### src/rtl/pipe_pkg.sv
// Shared pipeline types: per-boundary payload structs and the
// widths the stage registers are sized from.
package pipe_pkg;

    typedef struct packed {
        logic        pcsrc;
        logic        regwrite;
        logic        memtoreg;
        logic        memwrite;
        logic [3:0]  rd;
        logic [31:0] alu_result;
        logic [31:0] write_data;
    } mem_stage_t;

    localparam int MEM_STAGE_W = $bits(mem_stage_t);
    localparam int PIPE_DATA_W = 64;
    localparam int PIPE_CNT_W  = 16;

    function automatic logic sat_full(input logic [63:0] v, input int w);
        logic [63:0] max_v;
        max_v = (w >= 64) ? '1 : ((64'd1 << w) - 64'd1);
        return v == max_v;
    endfunction

endpackage

### src/rtl/sat_counter.sv
// Saturating event counter with synchronous clear taking priority
// over the increment.
module sat_counter
    import pipe_pkg::*;
#(
    parameter int W = PIPE_CNT_W
) (
    input  logic         clk,
    input  logic         reset,
    input  logic         inc,
    input  logic         clr,
    output logic [W-1:0] count
);

    logic [W-1:0] count_q;
    logic [W-1:0] count_d;

    always_comb begin
        count_d = count_q;
        if (clr) begin
            count_d = '0;
        end else if (inc && (count_q != {W{1'b1}})) begin
            count_d = count_q + 1'b1;
        end
    end

    always_ff @(posedge clk or posedge reset) begin
        if (reset) begin
            count_q <= '0;
        end else begin
            count_q <= count_d;
        end
    end

    assign count = count_q;

endmodule

### src/rtl/pipe_stage_reg.sv
// Reusable pipeline boundary register: valid/ready handshake, hazard
// stall/flush, optional skid entry and a backpressure cycle counter.
module pipe_stage_reg
    import pipe_pkg::*;
#(
    parameter int DATA_W         = PIPE_DATA_W,
    parameter bit SKID           = 1'b0,
    parameter bit CLEAR_ON_FLUSH = 1'b1,
    parameter int CNT_W          = PIPE_CNT_W
) (
    input  logic              clk,
    input  logic              reset,
    input  logic              flush,
    input  logic              stall,
    input  logic              in_valid,
    output logic              in_ready,
    input  logic [DATA_W-1:0] in_data,
    output logic              out_valid,
    input  logic              out_ready,
    output logic [DATA_W-1:0] out_data,
    output logic [CNT_W-1:0]  bp_count,
    input  logic              bp_clear
);

    logic              valid_q, valid_d;
    logic              skid_valid_q, skid_valid_d;
    logic [DATA_W-1:0] data_q, data_d;
    logic [DATA_W-1:0] skid_q, skid_d;
    logic              in_fire;
    logic              out_fire;
    logic              main_free;

    // Ready is gated by reset so nothing is accepted while held in reset.
    if (SKID) begin : g_skid_rdy
        assign in_ready = ~reset & ~stall & ~skid_valid_q;
    end else begin : g_comb_rdy
        assign in_ready = ~reset & ~stall & (~valid_q | out_ready);
    end

    assign out_valid = valid_q & ~stall;
    assign out_data  = data_q;
    assign in_fire   = in_valid & in_ready;
    assign out_fire  = out_valid & out_ready;
    assign main_free = ~valid_q | out_fire;

    always_comb begin
        valid_d      = valid_q;
        skid_valid_d = skid_valid_q;
        data_d       = data_q;
        skid_d       = skid_q;
        if (flush) begin
            valid_d      = 1'b0;
            skid_valid_d = 1'b0;
            if (CLEAR_ON_FLUSH) begin
                data_d = '0;
                skid_d = '0;
            end
        end else if (stall) begin
            valid_d = valid_q;
        end else if (main_free) begin
            if (SKID && skid_valid_q) begin
                data_d       = skid_q;
                valid_d      = 1'b1;
                skid_valid_d = 1'b0;
            end else begin
                valid_d = in_fire;
                if (in_fire) begin
                    data_d = in_data;
                end
            end
        end else if (SKID && in_fire) begin
            skid_d       = in_data;
            skid_valid_d = 1'b1;
        end
    end

    always_ff @(posedge clk or posedge reset) begin
        if (reset) begin
            valid_q      <= 1'b0;
            skid_valid_q <= 1'b0;
            data_q       <= '0;
            skid_q       <= '0;
        end else begin
            valid_q      <= valid_d;
            skid_valid_q <= skid_valid_d;
            data_q       <= data_d;
            skid_q       <= skid_d;
        end
    end

    sat_counter #(
        .W(CNT_W)
    ) u_bp_cnt (
        .clk  (clk),
        .reset(reset),
        .inc  (out_valid & ~out_ready),
        .clr  (bp_clear),
        .count(bp_count)
    );

endmodule

### config.mk
export PLATFORM = sky130hd
export DESIGN_NAME = pipe_stage_reg
export DESIGN_NICKNAME = d
export VERILOG_FILES = /design/src/rtl/pipe_pkg.sv /design/src/rtl/sat_counter.sv /design/src/rtl/pipe_stage_reg.sv
export SDC_FILE = /design/constraint.sdc
export NUM_CORES = 1
export LEC_CHECK = 0
export BUFFER_PORTS_ARGS = -buffer_cell sky130_fd_sc_hd__buf_2
export CAP_MARGIN = 20
export CELL_PAD_IN_SITES_DETAIL_PLACEMENT = 0
export CELL_PAD_IN_SITES_GLOBAL_PLACEMENT = 2
export CORE_MARGIN = 2
export CORE_UTILIZATION = 24
export DETAILED_ROUTE_END_ITERATION = 12
export PLACE_DENSITY = 0.81
export REMOVE_ABC_BUFFERS = 1
export SYNTH_ARGS = -nofsm -noshare
export SYNTH_HDL_FRONTEND = slang
export SYNTH_SLANG_ARGS = --single-unit
### constraint.sdc
create_clock -name clk -period 2.1 [get_ports clk]
set_input_delay 0.21 -clock clk [delete_from_list [all_inputs] [get_ports clk]]
set_output_delay 0.21 -clock clk [all_outputs]
set_load 0.05 [all_outputs]
Yosys cells after proc, flatten, opt, wreduce, memory -nomap -nowiden
Cells that the tools add are included.
Storage, ports and cells
  memories: 0
  register bits after elaboration: 81
  bits in latches: 0
  logic and storage cells: 33
  output and inout port bits: 82
  RAM bits: 0
  input bits: 71
  bits in read-only memories: 0
Cells by class
  shift-type cells: 0
  muxes and demuxes: 9
  $mul: 0
  div/mod/pow operators: 0
  add/sub/neg operators: 1
  bitwise operators: 12
  order comparisons: 0
  reduce and logical (&&, ||, !) cells: 6
  equality and inequality tests: 2
Operator list (count)
  two-way mux 64 bit: 4
  two-way mux 16 bit: 2
  adder 16 x 1 -> 16 bit (second input constant): 1
  != test 16 bit (second input constant): 1
  bitwise AND 1 bit: 6
  nonzero test 2 bit: 3
  NOT 1 bit: 4
  two-way mux 1 bit: 3
  AND reduction 3 bit: 1
  != test 2 bit (second input constant): 1
  OR 1 bit: 2
  AND reduction 2 bit: 1
  logical AND 1 bit: 1

Logic depth before layout (Yosys ltp)
Gate-level depths: netlist (run 1).
  depth after elaboration: 8
  mapped depth: 6
  gate-level depth less buffers: 5

Hierarchy
From an unflattened synthesis (run 1), not the netlist that was laid out.
Second synthesis, totals
  cell total of the unflattened synthesis: 254
  area total of the unflattened synthesis: 3315.7 um^2
By module, submodules not included
  pipe_stage_reg: sequential area each 1626.6 um^2, instances 1, area each 2383.5 um^2, cells an instance 153
  sat_counter: sequential area each 400.4 um^2, instances 1, area each 932.1 um^2, cells an instance 101

Worst setup path after synthesis (run 1)
OpenSTA, ideal clock, no wires.
  path kind: register to register
  start: reg u_bp_cnt.count_q[0] (netlist: u_bp_cnt.count[0])
  end: reg u_bp_cnt.count_q[2] (netlist: u_bp_cnt.count[2])
  arrival time: 2.031 ns
  data required time: 1.973 ns
  cell stages (with the launch flop): 6
  path buffers: 0
  period minus slack after synthesis: 2.159 ns
  setup slack: -0.059 ns
  library setup time: 0.127 ns
  cell sequence: dfrtp_1 -> ha_1 -> nand4_1 -> or4_1 -> nand3_1 -> mux2_1
Between the ends
  word-level cells in the longest chain between the ends: 3
  elaborated cells on any way between the ends: 6
  those cells by class: 1 x add/sub; 1 x eq/ne; 2 x mux; 2 x reduce/logical
Ends and longest elaborated chain
  start: declaration: line sat_counter.sv:15  | logic [W-1:0] count_q;
  start signal: assignment: line sat_counter.sv:31  | count_q <= count_d;
  adder 16 x 1 -> 16 bit or != test 16 bit (tied branches): line sat_counter.sv:23, sat_counter.sv:22
  two-way mux 16 bit or logical AND 1 bit (tied branches): line sat_counter.sv:22  | end else if (inc && (count_q != {W{1'b1}})) begin
  two-way mux 16 bit or nonzero test 2 bit (tied branches)
Several ways; a longest one is shown, not always the timed one. The select of a mux whose other input is x is not followed.
A chain may end at the register's enable or synchronous reset.

Worst setup path in the final report (run 1)
Ends and elaborated chain as after synthesis.

==> results of run 1 <==
worst register-to-register path, stage by stage (launching register included):
cell     delay (ns)
dfrtp_1        0.44
ha_1           0.24
nand4_1        0.15
or4_1          0.56
nand3_1        0.13
mux2_1         0.32
cell type report:
cell class,instances,area [um2]
fill,1553,9550
sequential,81,2030
multi-input combinational,277,1360
timing repair buffer,166,893
clock buffer,12,256
tap,184,230
clock inverter,3,40.0
inverter,3,12.5
where the power goes:
group / internal, uW / total [uW] / switching (uW) / leakage, uW
sequential: 1600 / 1620 / 21.3 / 0.00112
clock: 976 / 1600 / 620 / 0.000148
combinational: 118 / 423 / 305 / 0.00111
total: 2690 / 3640 / 947 / 0.00237
logic make-up after synthesis:
kind of cell,count (synthesis),synth area share
AOI/OAI and AO/OA,91,0.136
buffers and inverters,28,0.0305
DFF,81,0.582
muxes,3,0.00970
xor gates and xnor gates,1,0.00252
and+or+nand+nor,181,0.235
adders and majority gates,1,0.00359
how the worst max path moves through the flow:
stage	to	slack (ns)
after global placement	u_bp_cnt.count[7]	0.24
after global routing	u_bp_cnt.count[10]	0.04
after floorplan	out_data[0]	-3.63
after CTS	u_bp_cnt.count[7]	0.16
after detailed placement	u_bp_cnt.count[7]	0.18
final	u_bp_cnt.count[2]	0.15
metal layers:
metal  vias up  share of wire
li1       1607              -
met1      1606           0.46
met2       108           0.45
met3        13          0.070
met4         0          0.019
met5         -              0
cell usage in the layout (no fill, tap or decap), types with 2 or more instances in the layout:
master	netlist	final
buf_4	0	11
o21ai_0	7	7
dfrtp_1	81	81
and3_1	2	2
nor2_1	4	4
or3_1	6	6
nand3_1	6	6
nor2b_1	5	5
nand2_1	133	133
a21oi_1	77	77
buf_12	0	2
nor3_1	2	2
clkinv_2	0	3
mux2_1	2	2
inv_1	3	2
buf_2	1	152
o31ai_1	6	6
nand4_1	6	6
clkbuf_8	0	2
clkbuf_16	0	9
or4_1	8	8
flip-flops by register name (all words and copies together) (netlist names):
name            count
valid_q             1
u_bp_cnt.count     16
out_data           64
through the flow:
step            util  cells
2_1_floorplan      -    361
3_3_place_gp   0.314    710
3_5_place_dp   0.314    710
4_1_cts        0.335    726
5_1_grt        0.335    726
6_report       0.335    726
==> results.toml, run 1 <==
[critical_path]
cp_num_buf_inv = 0
worstPathCellList = "ha_1 > nand4_1 > or4_1 > nand3_1 > mux2_1"
reg2reg_slack_ns = 0.15
cp.arrival_ns = 2.17
worst_r2r_endpoint = "u_bp_cnt.count[2]"
path_class = "reg2reg"
cp.depth = 5
startpoint = "u_bp_cnt.count[0]"
crit_path_start_kind = "flop"
critPathTopFamily = "simple AND/OR/NAND/NOR gates"
slowest_stage = "or4_1"
cp.required_ns = 2.32
reg2reg_from = "u_bp_cnt.count[0]"
path_max_fanout = 6
cp-end-kind = "flop"
max_stage_delay_ns = 0.55
reg2regPathDepth = 5

[pwr]
total_power_uw = 3640
ir_drop_mv = 0.297
p_leak_uw = 0.00237
power.density_nw_per_um2 = 756

[clocking]
cts_made_buffers = 9
h-tree-depth = 3
cts_setup_buffers = 0
clock_sinks = 81
cts_root_buf = "clkbuf_16"
cts-resized-gates = 0
clkLatencyLatePin_ns = 0.33
clk_pin_slew_ns = 0.06
cts_tree = "yes"
cts_buffer_depth = 2
hold_buffers = 1

[yosys]
yosysTopAreaCell = "dfrtp_1"
synth_common_cells = "nand2_1 (133), dfrtp_1 (81), a21oi_1 (77), clkbuf_1 (21), or4_1 (8)"
avgSynthCellArea_um2 = 9.02
synthArstFlopShare = 1.00
yosysMostFrequentCell = "nand2_1"
ys_seq_elements = 81
synthDistinctLibCells = 31
synth_edf_count = 0
ys_seq_area_frac = 0.582
synth-main-ff-cell = "dfrtp_1"
yosysTopAreaCellShare = 0.582
yosys_warnings = 0
syn_inst = 386
synth_area_leaders = "dfrtp_1 (58%), nand2_1 (14%), a21oi_1 (11%)"
netlist_area_um2 = 3480

[timing]
relSlewSlack = 0.616
setup_viol = 0
fmax_ghz = 0.513
final.period_utilization = 0.929
rsz0062_at_grt = "no"
setup_tns_ns = 0
whs_ns = 0.101
slew_viol_final = 0
finalHoldViolations = 0
finClkSkew_ns = 0.00339
tightest_slew_ns = 0.576
period_needed_ns = 1.95
post-route-worst-setup-slack_ns = 0.149

[run_status]
status = "finished clean"

[grt]
use_met2 = 0.212
antenna_found_initial = 0
grt_usage = 0.139
top_usage_layer = "met2"
grt_overflow_total = 0
use_met3 = 0.0447
grt_util_met1 = 0.182
first_global_vias = 3417
grt_max_degree = 42
grt_pass1_wl_mm = 17.4

[hold_path]
whs_path_depth = 3
hold-path-endpoint = "out_data[56]"
hp-start = "in_data[56]"
hold_class = "in2reg"

[drt]
num_vias = 3334
routed_via_density = 4.59
drc = 0
dr.pass1.iters = 4
wl_per_cell_um = 14.2
drtIter0Drc = 131
antenna_left = 0
drt_wl_total_mm = 10.3

[placement]
portBuffers = 152
globalplace.congestion = 0.760
hpwl_mm = 7.31
place_ws_ns = 0.178
place_area_um2 = 4510

[cells_and_area]
stdcell_area_um2 = 4810
num-nets-final = 610
area_growth_pct = 38.3
diodes = 0
drive_gt1_frac = 0.343

[floorplan]
ios = 153
fp-row-count = 44
core_area_um2 = 14400
die_h_um = 124
die_width_um = 124
start_util = 0.242
die-area_um2 = 15500

[run]
drv_cap = 0
Note: power is estimated with default switching activity, not from simulation.
==> inputs of run 2 (changes only) <==
- ABC_AREA: default -> 1
- CTS_CLUSTER_SIZE: default -> 25
==> results.toml, run 2 <==
[clocking]
cts_buffer_depth = 2
cts_setup_buffers = 0
hold_buffers = 1
h-tree-depth = 3
clkLatencyLatePin_ns = 0.34
cts_tree = "yes"
clk_pin_slew_ns = 0.06
clock_sinks = 81
cts_made_buffers = 9
cts-resized-gates = 0
cts_root_buf = "clkbuf_16"

[pwr]
ir_drop_mv = 0.338
p_clk_frac = 0.433
power.internal_uw = 2640
power_frac_seq = 0.448
power.density_nw_per_um2 = 736
power_frac_comb = 0.119
p_leak_uw = 0.00280
switching_share = 0.273
switchingPower_uw = 991

[grt]
grt_pass1_wl_mm = 17.1
grt_usage = 0.134
first_global_vias = 3399
grt_max_degree = 65
antenna_found_initial = 0
grt_overflow_total = 0

[critical_path]
max_stage_delay_ns = 0.39
critPathTopFamily = "simple AND/OR/NAND/NOR gates"
cp-end-kind = "flop"
path_max_fanout = 47
path_class = "reg2reg"
worstPathCellList = "a21oi_2 > inv_1 > nor2_4 > nand3_2 > buf_12 > o21ai_0"
crit_path_start_kind = "flop"
slowest_stage = "dfrtp_1"
cp_num_buf_inv = 2
cp.required_ns = 2.35
cp.arrival_ns = 1.96

[drt]
wl_per_cell_um = 14.0
routed_via_density = 4.47
drt_wl_total_mm = 10.8
drc = 0
num_vias = 3431
antenna_left = 0
drtIter0Drc = 161
dr.pass1.iters = 4

[timing]
tightest_slew_ns = 0.720
final.period_utilization = 0.816
slew_viol_final = 0
whs_ns = 0.0784
finClkSkew_ns = 0.00496
rsz0062_at_grt = "no"
fmax_ghz = 0.583
relSlewSlack = 0.520
setup_viol = 0
finalHoldViolations = 0
period_needed_ns = 1.71
post-route-worst-setup-slack_ns = 0.386
setup_tns_ns = 0

[yosys]
yosysTopAreaCell = "dfrtp_1"
synth_common_cells = "dfrtp_1 (81), nand3_1 (77), inv_1 (75), o21ai_0 (63), nand2_1 (56)"
yosys_warnings = 0
ys_seq_elements = 81
yosysTopAreaCellShare = 0.557
synthDistinctLibCells = 25
netlist_area_um2 = 3640
synth_area_leaders = "dfrtp_1 (56%), nand3_1 (11%), o21ai_0 (8.7%)"
syn_inst = 428
yosysMostFrequentCell = "dfrtp_1"
synth-main-ff-cell = "dfrtp_1"
synth_edf_count = 0
ys_seq_area_frac = 0.557
synthArstFlopShare = 1.00
avgSynthCellArea_um2 = 8.50

[cells_and_area]
mostFrequentLayoutCell = "buf_2"
fill_cells = 1639
area_growth_pct = 35.5
num-nets-final = 647
regArea_um2 = 2030
drive_gt1_frac = 0.321
post-route-util = 0.328
multi_input_area_um2 = 1230
diodes = 0
largest_reg_flops = 64
most-common-layout-cells = "buf_2 (152), dfrtp_1 (81), nand3_1 (76)"

[floorplan]
die-area_um2 = 16200
core_area_um2 = 15000
die_h_um = 127
die_width_um = 127
ios = 153
fp-row-count = 45
start_util = 0.242

[placement]
hpwl_mm = 7.62
place_ws_ns = 0.348
portBuffers = 152
globalplace.congestion = 0.822

[hold_path]
hold_class = "in2reg"

[run]
drv_cap = 0

[run_status]
status = "finished clean"
==> run 2: cell types whose count changed after synthesis, moves of 8 or more <==
| cell | change |
|---|---|
| nand2_1 | -77 |
| nor2_1 | +16 |
| o21ai_0 | +56 |
| inv_1 | +72 |
| or4_1 | -8 |
| a21oi_1 | -75 |
| nand3_1 | +71 |
==> run 2: final timing paths <==
kind / end / cells after the start / startpoint / slack, ns
min reg2reg: out_data[9] / 2 / out_data[9] / 0.51
max: out_data[33] / 6 / valid_q / 0.39
min in group asynchronous: out_data[11] / 3 / reset / 0.42
min: valid_q / 2 / flush / 0.08
max reg2reg: out_data[33] / 6 / valid_q / 0.39
max in group asynchronous: out_data[20] / 4 / reset / 1.08
==> run 2: routing by layer <==
metal / part of all wire / vias up / wire (um) / GRT usage
li1: - / 1664 / - / -
met1: 0.42 / 1630 / 4530 / 0.163
met2: 0.45 / 125 / 4880 / 0.207
met3: 0.11 / 12 / 1140 / 0.0595
met4: 0.018 / 0 / 195 / 0.0562
met5: 0 / - / 0 / 0
==> run 2: final cells by class <==
type / instances / area share
well taps: 188 / 0.0477
inverters: 76 / 0.0581
repair buffers: 159 / 0.173
multi-input cells: 248 / 0.250
clock inverters: 7 / 0.0142
flip-flops and latches: 81 / 0.411
clock buffers: 9 / 0.0457
==> run 2: cells by family (layout without fill, tap and decap cells) <==
group / after synthesis / count (layout) / share of synthesized area
AO/OA/AOI/OAI: 72 / 72 / 0.102
flip-flops: 81 / 81 / 0.557
XOR/XNOR: 7 / 7 / 0.0169
AND/OR/NAND/NOR: 168 / 168 / 0.214
adder cells (fa/ha/maj): 1 / 1 / 0.00344
buffers and inverters: 99 / 251 / 0.106
==> run 2: worst reg2reg max path: cells and delay by family, from the launching register on <==
family	cells	cell delay (ns)
and+or+nand+nor	2	0.46
buffers and inverters	2	0.42
DFF	1	0.39
AOI/OAI and AO/OA	2	0.36
==> run 2: power groups by stage <==
stage,sequential [uW],clock (uW),combinational [uW]
after floorplan,1800,0,115
after global placement,1650,0,438
after detailed placement,1650,0,441
after CTS,1630,1630,443
after global routing,1630,1690,472
final,1630,1570,433
==> run 2: metrics by stage <==
step,area [um2],std cells,power [uW]
2_1_floorplan,3540,405,1910
3_3_place_gp,4620,751,2090
3_5_place_dp,4620,751,2090
4_1_cts,4930,768,3700
5_1_grt,4930,768,3790
6_report,4930,768,3630
